`config.mk`:
```
export PLATFORM = sky130hd
export DESIGN_NAME = ssp_tx_fifo
export DESIGN_NICKNAME = d
export VERILOG_FILES = /design/src/rtl/ssp_tx_fifo.sv
export SDC_FILE = /design/constraint.sdc
export NUM_CORES = 1
export LEC_CHECK = 0
export ABC_CLOCK_PERIOD_IN_PS = 3200
export CAP_MARGIN = 20
export CELL_PAD_IN_SITES_DETAIL_PLACEMENT = 0
export CELL_PAD_IN_SITES_GLOBAL_PLACEMENT = 1
export CORE_MARGIN = 5
export CORE_UTILIZATION = 46
export CTS_CLUSTER_SIZE = 14
export DETAILED_ROUTE_END_ITERATION = 10
export PLACE_DENSITY = 0.77
export RECOVER_POWER = 25
export SYNTH_ARGS = -nofsm -noshare
export SYNTH_HDL_FRONTEND = slang
export SYNTH_SLANG_ARGS = --single-unit
```
`constraint.sdc`:
```
create_clock -name PCLK -period 3.2 [get_ports PCLK]
set_input_delay 0.48 -clock PCLK [delete_from_list [all_inputs] [get_ports PCLK]]
set_output_delay 0.48 -clock PCLK [all_outputs]
set_load 0.005 [all_outputs]
```
`src/rtl/ssp_tx_fifo.sv`:
```
// ssp_tx_fifo: transmit FIFO between the APB write strobe and the SSP shifter.
// Bytes are pushed on PSEL & PWRITE and the head byte is offered to the
// shifter through tx_ready / TxData. One entry is popped on each rising edge
// of transmit_complete, which marks the end of a frame. Full and empty are
// told apart by the occupancy counter alone, so both pointers wrap freely.
module ssp_tx_fifo #(
    parameter int DEPTH = 4,
    parameter int AW    = 2
) (
    input  logic          PCLK,
    input  logic          CLEAR_B,
    input  logic          PSEL,
    input  logic          PWRITE,
    input  logic [7:0]    PWDATA,
    input  logic          transmit_complete,
    output logic [7:0]    TxData,
    output logic          tx_ready,
    output logic          SSPTXINTR,
    output logic          tx_overflow,
    output logic [AW:0]   tx_count
);

    localparam logic [AW-1:0] PTR_ONE   = AW'(1);
    localparam logic [AW:0]   COUNT_ONE = (AW+1)'(1);
    localparam logic [AW:0]   COUNT_FULL = (AW+1)'(DEPTH);

    logic [7:0]    mem_q [DEPTH];
    logic [AW-1:0] wrPtr_q, wrPtr_d;
    logic [AW-1:0] rdPtr_q, rdPtr_d;
    logic [AW:0]   count_q, count_d;
    logic          tcPrev_q;
    logic          overflow_q, overflow_d;

    logic          isEmpty;
    logic          isFull;
    logic          popPending;
    logic          pop;
    logic          pushReq;
    logic          pushAccept;
    logic          pushDrop;

    // Handshake decode: a frame ends on the rising edge of transmit_complete.
    // The pending pop masks tx_ready so the shifter never restarts on the
    // byte that is about to leave, which costs one idle cycle between frames.
    always_comb begin
        isEmpty    = (count_q == '0);
        isFull     = (count_q == COUNT_FULL);
        popPending = transmit_complete & ~tcPrev_q;
        pop        = popPending & ~isEmpty;
        pushReq    = PSEL & PWRITE;
        pushAccept = pushReq & (~isFull | pop);
        pushDrop   = pushReq & isFull & ~pop;
    end

    // Next-state for pointers, occupancy and the sticky overflow flag.
    // A simultaneous push and pop moves both pointers and leaves count alone.
    always_comb begin
        wrPtr_d    = wrPtr_q;
        rdPtr_d    = rdPtr_q;
        count_d    = count_q;
        overflow_d = overflow_q;

        if (pushAccept) begin
            wrPtr_d = wrPtr_q + PTR_ONE;
        end
        if (pop) begin
            rdPtr_d = rdPtr_q + PTR_ONE;
        end

        unique case ({pushAccept, pop})
            2'b10:   count_d = count_q + COUNT_ONE;
            2'b01:   count_d = count_q - COUNT_ONE;
            default: count_d = count_q;
        endcase

        if (pushDrop) begin
            overflow_d = 1'b1;
        end
    end

    // Control registers with synchronous active-low clear. tcPrev resets high
    // so a transmit_complete that is already high after reset is not a pop.
    always_ff @(posedge PCLK) begin
        if (!CLEAR_B) begin
            wrPtr_q    <= '0;
            rdPtr_q    <= '0;
            count_q    <= '0;
            tcPrev_q   <= 1'b1;
            overflow_q <= 1'b0;
        end else begin
            wrPtr_q    <= wrPtr_d;
            rdPtr_q    <= rdPtr_d;
            count_q    <= count_d;
            tcPrev_q   <= transmit_complete;
            overflow_q <= overflow_d;
        end
    end

    // Storage array; no reset, and writes are held off while clearing.
    always_ff @(posedge PCLK) begin
        if (CLEAR_B && pushAccept) begin
            mem_q[wrPtr_q] <= PWDATA;
        end
    end

    // Outputs come straight from registers and the array at the read pointer.
    always_comb begin
        TxData      = mem_q[rdPtr_q];
        tx_ready    = ~isEmpty & ~popPending;
        SSPTXINTR   = isFull;
        tx_overflow = overflow_q;
        tx_count    = count_q;
    end

endmodule

```
==> results of run 1 <==
[through the flow]
step	power, uW	cell area (sq um)
finish	1190	2190
floorplan	790	1810
detailed placement	888	2110
global route	1260	2190
global placement	882	2110
CTS	1210	2190
[logic make-up (layout without fill, tap and decap cells)]
kind of cell / count (synthesis) / in the layout / synth area share (%)
compound gates: 16 / 16 / 6.36
mux: 9 / 9 / 10.5
xor+xnor: 3 / 3 / 1.45
fa+ha+maj: 5 / 5 / 3.87
buf+inv: 10 / 39 / 2.35
simple gates: 31 / 31 / 10.2
flops: 43 / 43 / 65.2
[cell type report]
cell class	count	area, sq um
Multi-Input combinational cell	64	587
Tap cell	48	60.1
Sequential cell	43	1180
Clock inverter	3	15.0
Inverter	4	15.0
Timing Repair Buffer	27	268
Clock buffer	5	68.8
Fill cell	315	1550
[registers in the layout (all words and copies together), names as in the netlist, named ones only]
name,cells
tcPrev_q,1
rdPtr_q,2
mem_q,32
tx_count,3
tx_overflow,1
wrPtr_q,2
[where the power goes]
| group | internal [uW] | switching, uW |
|---|---|---|
| sequential | 620 | 35.5 |
| combinational | 120 | 97.9 |
| clock | 148 | 173 |
[Yosys cell counts]
cell,number
edfxtp_1,32
dfxtp_1,11
mux4_2,8
a21oi_1,7
and3_1,6
and2_1,5
buf_2,4
ha_1,4
inv_1,4
nor2_1,4
nor2b_1,4
o21ai_0,3
nand2_1,2
nand2b_1,2
xor2_1,2
a221oi_1,1
a31oi_4,1
buf_1,1
clkbuf_1,1
fa_1,1
mux2i_1,1
nand2_2,1
nand3_1,1
nand4b_1,1
nor2_2,1
nor3_2,1
nor3b_1,1
nor4_1,1
o221ai_1,1
o311ai_0,1
o31a_1,1
o32ai_1,1
or3_1,1
xnor2_1,1
[critical path, cell delays in order, from the launching register on]
cell and delay, ns:
dfxtp_1 0.69, mux4_2 0.57, clkdlybuf4s50_1 0.47
[metal layers]
metal | track usage (%) | share of wire (%) | vias up
met3 | 4.68 | 5.1 | 4
met2 | 22.2 | 51 | 26
li1 | - | - | 500
met1 | 16.2 | 43 | 530
met4 | 3.69 | 0.60 | 0
met5 | 0 | 0 | -
[how the worst max path moves through the flow]
| stage | endpoint | slack, ns | cells past startpoint |
|---|---|---|---|
| CTS | TxData[3] | 0.63 | 2 |
| global route | TxData[7] | 0.55 | 2 |
| global placement | tx_count[2] | 0.59 | 8 |
| finish | TxData[3] | 0.70 | 2 |
| detailed placement | tx_count[2] | 0.51 | 8 |
| floorplan | tx_count[2] | 1.0 | 8 |
==> parameters.txt, run 1 <==
Parameter                              Value

Clock tree
  Clock tree buffer depth ... 2
  Inserted Clock Buffers ... 5
  CTS tree ... done
  Setup fix buffers added after clock tree synthesis ... 0
  Worst-Skew Late Latency ... 0.29 ns
  Clk Tree Root Cell ... clkbuf_8
  Clock transition at the register clock pins on the worst setup and hold paths after CTS ... 0.08 ns
  Maximum level of the CTS H-tree ... 2
  Resized Gates After CTS ... 0
  Clk sink count ... 43
  Post-cts hold buffer count ... 0

Logic synthesis
  Cell taking the most area after synthesis ... edfxtp_1
  Number of warning messages in the yosys log ... 0
  Count of unique library cells instantiated by Yosys ... 34
  Avg Synthesized Cell Area ... around 15 sq um
  Cells taking the most area after synthesis ... edfxtp_1 (53%), dfxtp_1 (12%), mux4_2 (10%)
  Synthesized instance count ... 117
  Syn nets ... 135
  Post-synth top area share ... between 50% and 60%
  Register bit total from synthesis ... 43
  Sequential element share of the synthesized area ... around two thirds
  Synthesized area ... approximately 0.0018 sq mm

Setup path
  WP data required ... 2.72 ns
  Worst Setup End Kind ... output pin
  Register-to-Register Setup Slack ... between 0.9 and 1 ns
  Critical path class ... register to output pin
  Maximum fanout along the worst path ... 8
  Data arrival at the endpoint of the critical path ... 2.02 ns
  Register-to-Register Path Depth ... 7
  Sort of element at the start of the critical path ... register
  Critical register-to-register path startpoint ... tx_count[2]
  R2r endpoint ... tx_count[2]

Worst hold path
  Endpoint, Worst Hold ... tx_overflow
  Worst hold stages ... 2
  Hold path startpoint ... tx_overflow
  Class of the most critical hold timing path ... register to register

Global route
  Overflow left after global routing ... 0
  GRT Resource Usage Total ... around an eighth
  First-pass GRT wire length ... ~5300 microns
  Via count of the first global-routing pass ... 1072
  Largest net degree at the start of global routing ... 17
  Initial antenna violation count ... 0

Routing
  Number of design rule violations left after detail routing ... 0
  Antenna violation net count after detailed routing ... 0
  Routed length per instance ... around 16 microns
  Count of TritonRoute iterations in the first routing pass ... 4
  Detailed Route Iter0 Violations ... 41
  Vias per cell ... 5.46
  Via Count ... roughly 1100
  WL final ... 3160 microns

Place
  Worst slack after detailed placement ... a little over 0.5 ns
  Routability congestion estimate from global placement ... between 0.8 and 0.9
  Number of buffers added on ports ... 26
  Sum of net half-perimeters after detailed placement ... approximately 2200 microns
  Number of instances in the placed design ... about 190

Timing
  Final Hold Fails ... 0
  Total of endpoints with negative setup slack in the final report ... 0
  Worst Slack Setup Final ... 0.698 ns
  Max_slew headroom ... between 60% and 70%
  Achievable Freq ... around 0.40 GHz
  Max Slew Vio Count ... 0
  Final setup TNS ... 0 ns
  Final Hold Slack ... around 0.51 ns
  Final cycle utilization of the critical path ... approximately 78%
  Clock period minus worst slack ... 2.50 ns
  Unrepaired setup endpoints after global routing ... false
  Slew at the pin closest to its max-slew limit ... about 0.57 ns
  Final worst clock skew ... between 0.005 and 0.006 ns

Outcome
  Result of the run ... finished, final reports clean

Final layout
  Number of non-filler instances in the completed layout ... about 190
  Total inserted antenna cells ... 0
  Area Growth Syn to Fin ... 21.2%
  Commonest non-fill, non-tap cells in the layout ... edfxtp_1 (32), clkdlybuf4s50_1 (20), dfxtp_1 (11)
  Leading cell type in the layout, fill and taps excluded ... edfxtp_1
  Post-layout utilization of the core ... 58.6%
  Proportion of layout cells with a drive suffix above 1 ... around an eighth
  Net count reported at finish ... 163

Floorplan
  Total die area ... 0.00529 sq mm
  Initial core utilization ... a little under 50%
  Placement Rows ... 22
  Die Y-Extent ... about 73 microns
  IO Count ... 27
  Die W ... about 73 microns
  Floorplan core area ... 0.00374 sq mm

Power
  Power per cell area ... about 540 mW/mm^2
  P_leak ... roughly 0.00074 uW
  Worst IR drop on VDD ... 0.374 mV

Job
  Max-Cap Viols ... 0
No activity file was read; power rests on OpenSTA's default activity.
==> run 2: changes to the inputs <==
Settings changed: ABC_CLOCK_PERIOD_IN_PS 3200 to 2100, CORE_UTILIZATION 46 to 40, PLACE_DENSITY 0.77 to 0.71.
Clock period 3.2 ns to 2.1 ns, I/O delays scaled along.
==> parameters.txt, run 2 (synthesis gave the netlist of run 1 again) <==
Parameter                              Value

Global route
  Overflow left after global routing ... 0 (unchanged)
  Largest net degree at the start of global routing ... 17 (unchanged)
  M1 GR Usage ... 16.4% (+0.18 points)
  Initial antenna violation count ... 0 (unchanged)
  Via count of the first global-routing pass ... 1150 (+7.3%)
  First-pass GRT wire length ... 5760 microns (+9.4%)
  Global routing met3 resource utilization ... 3.86% (-0.82 points)
  Grt met2 use ... 19.3% (-3.0 points)
  GRT Resource Usage Total ... 12.5% (-0.80 points)
  Routing layer with the top usage in global route ... met2

Final layout
  Number of non-filler instances in the completed layout ... 216 (+11%)
  Area of all placed cells without fillers ... 0.00242 sq mm (+10%)
  Area Growth Syn to Fin ... 33.4%
  Commonest non-fill, non-tap cells in the layout ... edfxtp_1 (32), clkdlybuf4s50_1 (15), buf_4 (15)
  Net count reported at finish ... 181 (+11%)
  Proportion of layout cells with a drive suffix above 1 ... 23.8% (+11 points)
  Leading cell type in the layout, fill and taps excluded ... edfxtp_1
  Total inserted antenna cells ... 0 (unchanged)
  Register bank with the most flops ... mem_q
  Number of flip-flops in the largest register ... 32 (unchanged)
  Post-layout utilization of the core ... 55.1% (-3.5 points)

Place
  Instance area after placement ... 0.00226 sq mm (+7.0%)
  Number of instances in the placed design ... 204 (+9.7%)
  Sum of net half-perimeters after detailed placement ... 2490 microns (+12%)
  Number of buffers added on ports ... 26 (unchanged)
  Routability congestion estimate from global placement ... 0.779 (-8.4%)

Floorplan
  Floorplan core area ... 0.00438 sq mm (+17%)
  Placement Rows ... 24 (+9.1%)
  Die W ... 77.3 microns (+6.2%)
  Die Y-Extent ... 77.3 microns (+6.2%)
  IO Count ... 27 (unchanged)
  Total die area ... 0.00597 sq mm (+13%)
  Initial core utilization ... 41.3% (-7.1 points)

Clock tree
  Clock transition at the register clock pins on the worst setup and hold paths after CTS ... 0.07 ns (about the same)
  Post-cts hold buffer count ... 0 (unchanged)
  Worst-Skew Late Latency ... 0.28 ns (about the same)
  Inserted Clock Buffers ... 5 (unchanged)
  Clock tree buffer depth ... 2 (unchanged)
  Clk sink count ... 43 (unchanged)
  Maximum level of the CTS H-tree ... 2 (unchanged)
  CTS tree ... done
  Clk Tree Root Cell ... clkbuf_8

Setup path
  Master of the slowest instance on the critical path ... clkdlybuf4s50_1
  Sort of element at the start of the critical path ... primary input
  WP data required ... 2.28 ns (-0.44 ns)
  Slowest Stage Delay on Critical Path ... 0.49 ns (-0.20 ns)
  Maximum fanout along the worst path ... 3 (-5)
  Worst Setup End Kind ... register
  Data arrival at the endpoint of the critical path ... 2.24 ns (+0.22 ns)
  Critical path class ... primary input to register
  Worst path cell trace ... clkdlybuf4s50_1 > nand2b_1 > nor2_2 > nand2_1 > fa_2 > or3_1 > and3_1 > o31a_1

Routing
  Count of TritonRoute iterations in the first routing pass ... 4 (unchanged)
  Detailed Route Iter0 Violations ... 92 (+120%)
  Antenna violation net count after detailed routing ... 0 (unchanged)
  Routed length per instance ... 16.1 microns (-0.85%)
  Via Count ... 1127 (+6.3%)
  Vias per cell ... 5.22 (-4.5%)
  Number of design rule violations left after detail routing ... 0 (unchanged)
  WL final ... 3480 microns (+10%)

Timing
  Clock period minus worst slack ... 2.06 ns
  Max_slew headroom ... 66.3% (+4.6 points)
  Total of endpoints with negative setup slack in the final report ... 0 (unchanged)
  Final Hold Fails ... 0 (unchanged)
  Unrepaired setup endpoints after global routing ... true
  Max Slew Vio Count ... 0 (unchanged)
  Slew at the pin closest to its max-slew limit ... 0.504 ns (-0.0697 ns)
  Final worst clock skew ... 0.00292 ns (-0.00213 ns)
  Final cycle utilization of the critical path ... between 90 and 100%
  Achievable Freq ... roughly 0.48 GHz

Worst hold path
  Class of the most critical hold timing path ... register to register

Power
  P_leak ... 0.000898 uW (+22%)
  Power per cell area ... 837 mW/mm^2 (+54%)
  Worst IR drop on VDD ... 0.342 mV (-8.5%)

Outcome
  Result of the run ... finished, final reports clean

Job
  Max-Cap Viols ... 0 (unchanged)
## run 2: final timing paths
path	slack [ns]	depth (start not counted)	startpoint	end
min	0.51	2	tx_overflow	tx_overflow
max	0.04	8	transmit_complete	tx_count[2]
max reg2reg	0.11	7	tx_count[0]	tx_count[2]
min reg2reg	0.51	2	tx_overflow	tx_overflow
## run 2: layout make-up
cell class,instances,area [sq um]
clock inverter,1,30.0
clock buffer,7,76.3
multi-input combinational,64,592
fill,370,1970
sequential,43,1180
timing repair buffer,45,457
tap,52,65.1
inverter,4,15.0
## run 2: report_power, final
part / switching [uW] / leakage, uW / internal (uW) / total, uW
clock: 256 / 0.0000524 / 356 / 612
sequential: 21.3 / 0.000379 / 945 / 966
combinational: 203 / 0.000466 / 241 / 444
total: 480 / 0.000898 / 1540 / 2020
## run 2: layer usage
metal | up-vias | routed length, microns | share of wire, %
met1 | 565 | 1500 | 43
li1 | 534 | - | -
met3 | 5 | 172 | 4.9
met5 | - | 0 | 0
met2 | 23 | 1770 | 51
met4 | 0 | 38 | 1.1
## run 2: critical path, delay by kind of cell
kind / cells / cell delay [ns]
adder cells (fa/ha/maj): 1 / 0.35
buffers and inverters: 1 / 0.49
AND/OR/NAND/NOR: 5 / 0.85
AO/OA/AOI/OAI: 1 / 0.23
## run 2: through the flow
step                hold slack (ns)  power, uW  worst slack, ns  TNS [ns]
floorplan                     0.388       1200          0.00910         0
global placement              0.478       1400           -0.252    -0.294
CTS                           0.509       2040          0.00146         0
global route                  0.532       2140          -0.0496   -0.0569
finish                        0.507       2020           0.0379         0
detailed placement            0.479       1420           -0.325    -0.463
## run 2: timing repair
item                                   CTS  global route
buffers inserted                         1             3
gates cloned                             0             0
pin swaps                                1             0
endpoints found under the hold margin    0             0
setup endpoints to repair                6             9
gates resized for setup                  2             6
